$ cat config.mk
export PLATFORM = sky130hd
export DESIGN_NAME = stack_ctrl_flat
export DESIGN_NICKNAME = d
export VERILOG_FILES = /design/src/rtl/stack_ctrl_pkg.sv /design/src/rtl/stack_ctrl_if.sv /design/src/rtl/stack_ctrl.sv /design/src/flat_wrapper.sv
export SDC_FILE = /design/constraint.sdc
export NUM_CORES = 1
export LEC_CHECK = 0
export ABC_AREA = 1
export CORE_MARGIN = 3
export CORE_UTILIZATION = 40
export CTS_BUF_LIST = sky130_fd_sc_hd__clkbuf_8
export CTS_CLUSTER_SIZE = 24
export DETAILED_ROUTE_END_ITERATION = 8
export PLACE_DENSITY = 0.76
export SLEW_MARGIN = 20
export SYNTH_ARGS = -nofsm -noshare
export SYNTH_HDL_FRONTEND = slang
export SYNTH_SLANG_ARGS = --single-unit
$ cat constraint.sdc
create_clock -name clk -period 2.1 [get_ports clk]
set_input_delay 0.42 -clock clk [delete_from_list [all_inputs] [get_ports clk]]
set_output_delay 0.42 -clock clk [all_outputs]
set_load 0.005 [all_outputs]
$ cat src/rtl/stack_ctrl_pkg.sv
// Shared types and constants for the MiniRISC stack sequencer.
package stack_ctrl_pkg;

  localparam int unsigned DATA_W  = 8;
  localparam int unsigned STATE_W = 3;

  localparam logic [DATA_W-1:0] STACK_BASE_DEF  = 8'hFF;
  localparam logic [DATA_W-1:0] STACK_LIMIT_DEF = 8'h80;

  localparam logic [STATE_W-1:0] ST_IDLE  = 3'd0;
  localparam logic [STATE_W-1:0] ST_CHECK = 3'd1;
  localparam logic [STATE_W-1:0] ST_REQ   = 3'd2;
  localparam logic [STATE_W-1:0] ST_XFER  = 3'd3;
  localparam logic [STATE_W-1:0] ST_DONE  = 3'd4;

  localparam logic OP_PUSH = 1'b1;
  localparam logic OP_POP  = 1'b0;

  localparam logic [1:0] FRAME_SUB_BYTES = 2'd1;
  localparam logic [1:0] FRAME_INT_BYTES = 2'd2;

  // Operation attributes latched when a request is accepted.
  typedef struct packed {
    logic push;
    logic frame_int;
  } op_cfg_t;

  function automatic logic [1:0] frame_bytes(input logic frame_int);
    return frame_int ? FRAME_INT_BYTES : FRAME_SUB_BYTES;
  endfunction

endpackage

$ cat src/rtl/stack_ctrl_if.sv
// Controller handshake and data-memory bus seen by the stack sequencer.
interface stack_ctrl_if;
  import stack_ctrl_pkg::*;

  logic              stack_op_ongoing;
  logic              push_or_pop;
  logic              frame_int;
  logic [DATA_W-1:0] pc_in;
  logic [DATA_W-1:0] flags_in;
  logic              stack_op_end;
  logic              stack_err;
  logic [DATA_W-1:0] return_addr;
  logic [DATA_W-1:0] flags_out;
  logic [DATA_W-1:0] sp;
  logic              bus_req;
  logic              bus_grant;
  logic [DATA_W-1:0] mem_addr;
  logic              mem_wr;
  logic              mem_rd;
  logic [DATA_W-1:0] mem_dout;
  logic [DATA_W-1:0] mem_din;
  logic              dbg_sp_wr;
  logic [DATA_W-1:0] dbg_data_in;

  // Controller / arbiter / memory side.
  modport master (
    output stack_op_ongoing, push_or_pop, frame_int, pc_in, flags_in,
    output bus_grant, mem_din, dbg_sp_wr, dbg_data_in,
    input  stack_op_end, stack_err, return_addr, flags_out, sp,
    input  bus_req, mem_addr, mem_wr, mem_rd, mem_dout
  );

  // Stack sequencer side.
  modport slave (
    input  stack_op_ongoing, push_or_pop, frame_int, pc_in, flags_in,
    input  bus_grant, mem_din, dbg_sp_wr, dbg_data_in,
    output stack_op_end, stack_err, return_addr, flags_out, sp,
    output bus_req, mem_addr, mem_wr, mem_rd, mem_dout
  );

endinterface

$ cat src/rtl/stack_ctrl.sv
// Stack sequencer: checks SP bounds, arbitrates for the data bus and
// pushes/pops 1-byte subroutine or 2-byte interrupt return frames.
module stack_ctrl
  import stack_ctrl_pkg::*;
#(
  parameter logic [DATA_W-1:0] STACK_BASE  = STACK_BASE_DEF,
  parameter logic [DATA_W-1:0] STACK_LIMIT = STACK_LIMIT_DEF
) (
  input logic         clk,
  input logic         rst,
  stack_ctrl_if.slave bus
);

  localparam int unsigned CHK_W = DATA_W + 1;

  logic [STATE_W-1:0] state;
  logic [STATE_W-1:0] state_next;
  op_cfg_t            cfg;
  logic               idx;
  logic [DATA_W-1:0]  sp;
  logic [DATA_W-1:0]  return_addr;
  logic [DATA_W-1:0]  flags_out;
  logic               op_end;
  logic               op_err;
  logic               bus_req;

  logic [CHK_W-1:0]   sp_ext;
  logic [CHK_W-1:0]   nbytes_ext;
  logic [DATA_W-1:0]  sp_inc;
  logic [DATA_W-1:0]  sp_dec;
  logic               chk_err;
  logic               last_byte;
  logic               xfer_go;
  logic [DATA_W-1:0]  mem_addr_c;
  logic [DATA_W-1:0]  mem_dout_c;
  logic               mem_wr_c;
  logic               mem_rd_c;

  // Bounds check in 9 bits so SP arithmetic near 8'h00/8'hFF cannot alias.
  always_comb begin
    sp_ext     = CHK_W'(sp);
    nbytes_ext = CHK_W'(frame_bytes(cfg.frame_int));
    sp_inc     = DATA_W'(sp + DATA_W'(1));
    sp_dec     = DATA_W'(sp - DATA_W'(1));
    if (cfg.push == OP_PUSH) begin
      chk_err = (sp_ext + CHK_W'(1)) < (CHK_W'(STACK_LIMIT) + nbytes_ext);
    end else begin
      chk_err = (sp_ext + nbytes_ext) > CHK_W'(STACK_BASE);
    end
    last_byte = (idx == cfg.frame_int);
  end

  // Next state and same-cycle memory strobes; reset squashes any access in flight.
  always_comb begin
    state_next = state;
    xfer_go    = (state == ST_XFER) && bus.bus_grant && !rst;
    mem_wr_c   = 1'b0;
    mem_rd_c   = 1'b0;
    mem_addr_c = '0;
    mem_dout_c = '0;

    case (state)
      ST_IDLE:  if (bus.stack_op_ongoing) state_next = ST_CHECK;
      ST_CHECK: state_next = chk_err ? ST_DONE : ST_REQ;
      ST_REQ:   if (bus.bus_grant) state_next = ST_XFER;
      ST_XFER:  if (xfer_go && last_byte) state_next = ST_DONE;
      ST_DONE:  if (!bus.stack_op_ongoing) state_next = ST_IDLE;
      default:  state_next = ST_IDLE;
    endcase

    if (xfer_go) begin
      if (cfg.push == OP_PUSH) begin
        mem_wr_c   = 1'b1;
        mem_addr_c = sp;
        mem_dout_c = idx ? bus.flags_in : bus.pc_in;
      end else begin
        mem_rd_c   = 1'b1;
        mem_addr_c = sp_inc;
      end
    end
  end

  always_ff @(posedge clk) begin
    if (rst) begin
      state       <= ST_IDLE;
      cfg         <= '0;
      idx         <= 1'b0;
      sp          <= STACK_BASE;
      return_addr <= '0;
      flags_out   <= '0;
      op_end      <= 1'b0;
      op_err      <= 1'b0;
      bus_req     <= 1'b0;
    end else begin
      state   <= state_next;
      op_end  <= (state_next == ST_DONE) && (state != ST_DONE);
      op_err  <= (state == ST_CHECK) && chk_err;
      bus_req <= (state_next == ST_REQ) || (state_next == ST_XFER);

      case (state)
        ST_IDLE: begin
          if (bus.stack_op_ongoing) begin
            cfg.push      <= bus.push_or_pop;
            cfg.frame_int <= bus.frame_int;
            idx           <= 1'b0;
          end else if (bus.dbg_sp_wr) begin
            sp <= bus.dbg_data_in;
          end
        end
        ST_XFER: begin
          if (xfer_go) begin
            idx <= idx + 1'b1;
            if (cfg.push == OP_PUSH) begin
              sp <= sp_dec;
            end else begin
              sp <= sp_inc;
              // Interrupt frames pop flags first, then the PC.
              if (cfg.frame_int && !idx) flags_out <= bus.mem_din;
              else                       return_addr <= bus.mem_din;
            end
          end
        end
        default: ;
      endcase
    end
  end

  assign bus.stack_op_end = op_end;
  assign bus.stack_err    = op_err;
  assign bus.return_addr  = return_addr;
  assign bus.flags_out    = flags_out;
  assign bus.sp           = sp;
  assign bus.bus_req      = bus_req;
  assign bus.mem_addr     = mem_addr_c;
  assign bus.mem_wr       = mem_wr_c;
  assign bus.mem_rd       = mem_rd_c;
  assign bus.mem_dout     = mem_dout_c;

endmodule

$ cat src/flat_wrapper.sv
// flat-port wrapper written by rule: the top's interface ports become plain ports
module stack_ctrl_flat import stack_ctrl_pkg::*;
#(
  parameter logic [DATA_W-1:0] STACK_BASE  = STACK_BASE_DEF,
  parameter logic [DATA_W-1:0] STACK_LIMIT = STACK_LIMIT_DEF
)
  (clk, rst, bus_stack_op_ongoing, bus_push_or_pop, bus_frame_int, bus_pc_in, bus_flags_in, bus_bus_grant, bus_mem_din, bus_dbg_sp_wr, bus_dbg_data_in, bus_stack_op_end, bus_stack_err, bus_return_addr, bus_flags_out, bus_sp, bus_bus_req, bus_mem_addr, bus_mem_wr, bus_mem_rd, bus_mem_dout);
  stack_ctrl_if bus_i ();
  input logic clk;
  input logic rst;
  input wire logic [$bits(bus_i.stack_op_ongoing)-1:0] bus_stack_op_ongoing;
  input wire logic [$bits(bus_i.push_or_pop)-1:0] bus_push_or_pop;
  input wire logic [$bits(bus_i.frame_int)-1:0] bus_frame_int;
  input wire logic [$bits(bus_i.pc_in)-1:0] bus_pc_in;
  input wire logic [$bits(bus_i.flags_in)-1:0] bus_flags_in;
  input wire logic [$bits(bus_i.bus_grant)-1:0] bus_bus_grant;
  input wire logic [$bits(bus_i.mem_din)-1:0] bus_mem_din;
  input wire logic [$bits(bus_i.dbg_sp_wr)-1:0] bus_dbg_sp_wr;
  input wire logic [$bits(bus_i.dbg_data_in)-1:0] bus_dbg_data_in;
  output wire logic [$bits(bus_i.stack_op_end)-1:0] bus_stack_op_end;
  output wire logic [$bits(bus_i.stack_err)-1:0] bus_stack_err;
  output wire logic [$bits(bus_i.return_addr)-1:0] bus_return_addr;
  output wire logic [$bits(bus_i.flags_out)-1:0] bus_flags_out;
  output wire logic [$bits(bus_i.sp)-1:0] bus_sp;
  output wire logic [$bits(bus_i.bus_req)-1:0] bus_bus_req;
  output wire logic [$bits(bus_i.mem_addr)-1:0] bus_mem_addr;
  output wire logic [$bits(bus_i.mem_wr)-1:0] bus_mem_wr;
  output wire logic [$bits(bus_i.mem_rd)-1:0] bus_mem_rd;
  output wire logic [$bits(bus_i.mem_dout)-1:0] bus_mem_dout;
  assign bus_i.stack_op_ongoing = bus_stack_op_ongoing;
  assign bus_i.push_or_pop = bus_push_or_pop;
  assign bus_i.frame_int = bus_frame_int;
  assign bus_i.pc_in = bus_pc_in;
  assign bus_i.flags_in = bus_flags_in;
  assign bus_i.bus_grant = bus_bus_grant;
  assign bus_i.mem_din = bus_mem_din;
  assign bus_i.dbg_sp_wr = bus_dbg_sp_wr;
  assign bus_i.dbg_data_in = bus_dbg_data_in;
  assign bus_stack_op_end = bus_i.stack_op_end;
  assign bus_stack_err = bus_i.stack_err;
  assign bus_return_addr = bus_i.return_addr;
  assign bus_flags_out = bus_i.flags_out;
  assign bus_sp = bus_i.sp;
  assign bus_bus_req = bus_i.bus_req;
  assign bus_mem_addr = bus_i.mem_addr;
  assign bus_mem_wr = bus_i.mem_wr;
  assign bus_mem_rd = bus_i.mem_rd;
  assign bus_mem_dout = bus_i.mem_dout;
  stack_ctrl #(.STACK_BASE(STACK_BASE), .STACK_LIMIT(STACK_LIMIT)) u_core (.clk(clk), .rst(rst), .bus(bus_i));
endmodule
==> results.sh <==
export IMPL_tightest_slew_ps=493
export IMPL_ys_flop_type="dfxtp_1"
export IMPL_ys_seq_area_frac=0.331
export IMPL_stdcell_area_um2=3360
export IMPL_drc=0
export IMPL_criticalPathCategory="reg -> out"
export IMPL_synth_top_area_share=0.331
export IMPL_p_sw_frac=0.365
export IMPL_min_to="u_core.bus.return_addr[1]"
export IMPL_synthTopCellsByCount="nand2_1, a21oi_1, inv_1"
export IMPL_synth_area_um2=2000
export IMPL_required_ps=1680
export IMPL_end_kind="output pin"
export IMPL_maxCapViolations=0
export IMPL_viasPerCell=5.10
export IMPL_synth_edf_count=0
export IMPL_worstPathArrival_ps=1620
export IMPL_layout_nets=467
export IMPL_cts_max_level=2
export IMPL_r2r_cells=16
export IMPL_min_path_type="reg -> reg"
export IMPL_post_synth_top_count_cell="nand2_1"
export IMPL_ys_ff_latch=33
export IMPL_syn_avg_cell_area_um2=6.63
export IMPL_timing_max_slew_rel_slack=0.671
export IMPL_drt_iter0_markers=121
export IMPL_grt_pass1_wl_mm=10.4
export IMPL_root_buffer="clkbuf_8"
export IMPL_sequentialPowerShare=0.339
export IMPL_power_density_nw_per_um2=633
export IMPL_firstDrtPassIters=4
export IMPL_num_rows=25
export IMPL_switching_power_w=0.000775
export IMPL_cts_buffers=5
export IMPL_slowest_stage="dfxtp_2"
export IMPL_regToRegSetupSlack_ps=100
export IMPL_die_h_um=76.7
export IMPL_rr_endpoint="u_core.bus.stack_err"
export IMPL_syn2layout_area_growth_pct=68.1
export IMPL_grt_antenna_before_repair=0
export IMPL_combinationalPowerShare=0.439
export IMPL_finalCritPeriodShare=0.971
export IMPL_antenna_cells=0
export IMPL_hpwlAfterDp_mm=4.98
export IMPL_outcome="completed"
export IMPL_worstSkewPairLatency_ps=280
export IMPL_wl_per_cell_um=13.9
export IMPL_drive_above_1_share=0.249
export IMPL_ant_nets=0
export IMPL_routed_wl_mm=6.78
export IMPL_hold_buffers=0
export IMPL_power_w=0.00212
export IMPL_clock_sinks=33
export IMPL_async_flop_share=0
export IMPL_start_util=0.417
export IMPL_rsz0062_at_grt="true"
export IMPL_max_stage_delay_ps=350
export IMPL_vias=2489
export IMPL_ys_types=31
export IMPL_startpoint_type="flip-flop"
export IMPL_ir_drop_uv=495
export IMPL_ys_warnings_count=0
export IMPL_ctsLongestPathBuffers=2
export IMPL_power_frac_clock=0.222
export IMPL_cts_clk_slew_worst_paths_ps=70
export IMPL_port_buffers=83
export IMPL_syn_nets=348
export IMPL_grt_start_max_net_pins=19
export IMPL_hold_viol_final=0
export IMPL_fmax_ghz=0.490
export IMPL_crit_chain="buf_4 -> ha_1 -> nand3_2 -> xor2_2 -> nand2_1 -> o22ai_1 -> buf_2"
export IMPL_rr_startpoint="u_core.bus.sp[1]"
export IMPL_place_area_um2=3150
export IMPL_grt_overflow=0
export IMPL_power_leakage_nw=1.51
export IMPL_crit_fanout=3
export IMPL_gp_congestion=0.888
export IMPL_grt_pass1_vias=2346
export IMPL_grt_use_total=0.214
export IMPL_io_pins=84
export IMPL_slew_violations=0
export IMPL_p_int_w=0.00135
export IMPL_pre_cts_ws_ps=-650
export IMPL_finalClockSkew_ps=3.93
export IMPL_cts_tree="built"
export IMPL_core_um2=4790
export IMPL_die_w_um=76.7
export IMPL_dieArea_um2=5880
export IMPL_synthTopCellsByArea="dfxtp_1, nand2_1, a21oi_1"
export IMPL_hold_start="u_core.bus.return_addr[1]"
export IMPL_fin_tns_setup_ps=0
export IMPL_fin_ws_ps=60.1
export IMPL_finalSetupViolations=0
export IMPL_yosysTopAreaCell="dfxtp_1"
export IMPL_hold_depth=2
export IMPL_period_minus_slack_ps=2040
export IMPL_synth_cells=301
worst max-delay path by stage:
stage,from,endpoint,slack (ps),cells past startpoint
final,u_core.bus.sp[1],bus_mem_addr[4],60,7
after global routing,u_core.bus.sp[1],u_core.bus.stack_op_end,-30,17
after CTS,u_core.bus.sp[0],bus_mem_addr[7],-30,7
after detailed placement,bus_bus_grant,bus_mem_dout[4],-650,9
after global placement,bus_bus_grant,bus_mem_dout[6],-610,9
after floorplan,rst,bus_mem_dout[0],100,8
timing repair:
item / 4_1_cts / 5_1_grt
endpoints found under the setup margin: 20 / 19
gates resized for setup: 78 / 22
setup buffers: 3 / 6
gates cloned: 0 / 0
pin swaps: 2 / 13
layout by cell type (no fill, tap or decap), drive strengths merged, types with 7 or more instances in the layout:
master / count
nand2: 67
clkdlybuf4s50: 63
buf: 59
inv: 37
a21oi: 34
dfxtp: 33
nor2: 29
nand3: 22
o21ai: 19
o211ai: 8
ha: 7
kinds of logic (layout without fill, tap and decap cells):
| family | Yosys count | after routing | synth area share |
|---|---|---|---|
| compound gates | 74 | 74 | 0.208 |
| flops | 33 | 33 | 0.331 |
| simple gates | 127 | 127 | 0.276 |
| buf+inv | 54 | 174 | 0.110 |
| xor+xnor | 5 | 5 | 0.0219 |
| fa+ha+maj | 8 | 8 | 0.0539 |
power groups by stage:
stage | sequential [W] | clock, W | combinational, W
after global placement | 0.000723 | 0 | 0.000780
after CTS | 0.000715 | 0.000478 | 0.000823
after detailed placement | 0.000725 | 0 | 0.000801
after global routing | 0.000724 | 0.000504 | 0.00101
after floorplan | 0.000730 | 0 | 0.000418
final | 0.000720 | 0.000472 | 0.000933
state kept, by name, summed over array words and instances, names as in the netlist:
name,count
u_core.idx,1
u_core.bus.bus_req,1
u_core.bus.return_addr,8
u_core.bus.stack_err,1
u_core.bus.stack_op_end,1
u_core.bus.sp,8
u_core.state,3
u_core.bus.flags_out,8
u_core.cfg,2
worst max-delay path, delay by kind of cell, from the launching register on:
kind                     cells  cell delay (ps)
AO/OA/AOI/OAI                1              140
AND/OR/NAND/NOR              2              240
adder cells (fa/ha/maj)      1              170
buffers and inverters        2              240
XOR/XNOR                     1              200
flip-flops                   1              350
routing by layer:
| layer | vias up | track usage | wire length (um) |
|---|---|---|---|
| met1 | 1157 | 0.262 | 2910 |
| met5 | - | 0 | 0 |
| met2 | 93 | 0.387 | 3430 |
| li1 | 1229 | - | - |
| met4 | 0 | 0.0562 | 102 |
| met3 | 10 | 0.0376 | 335 |
per-stage QoR:
step           utilization  hold slack (ps)  cells
3_5_place_dp         0.658              443    471
6_report             0.701              449    488
3_3_place_gp         0.658              435    471
2_1_floorplan            -              440    301
4_1_cts              0.679              454    482
5_1_grt              0.701              474    488
layout make-up:
type / instances / area [um2]
clock buffer: 5 / 68.8
tap: 67 / 83.8
clock inverter: 3 / 17.5
timing repair buffer: 129 / 1160
multi-input combinational: 214 / 1210
inverter: 37 / 144
sequential: 33 / 673
fill: 399 / 1430
Power figures use the tool's default switching activity.
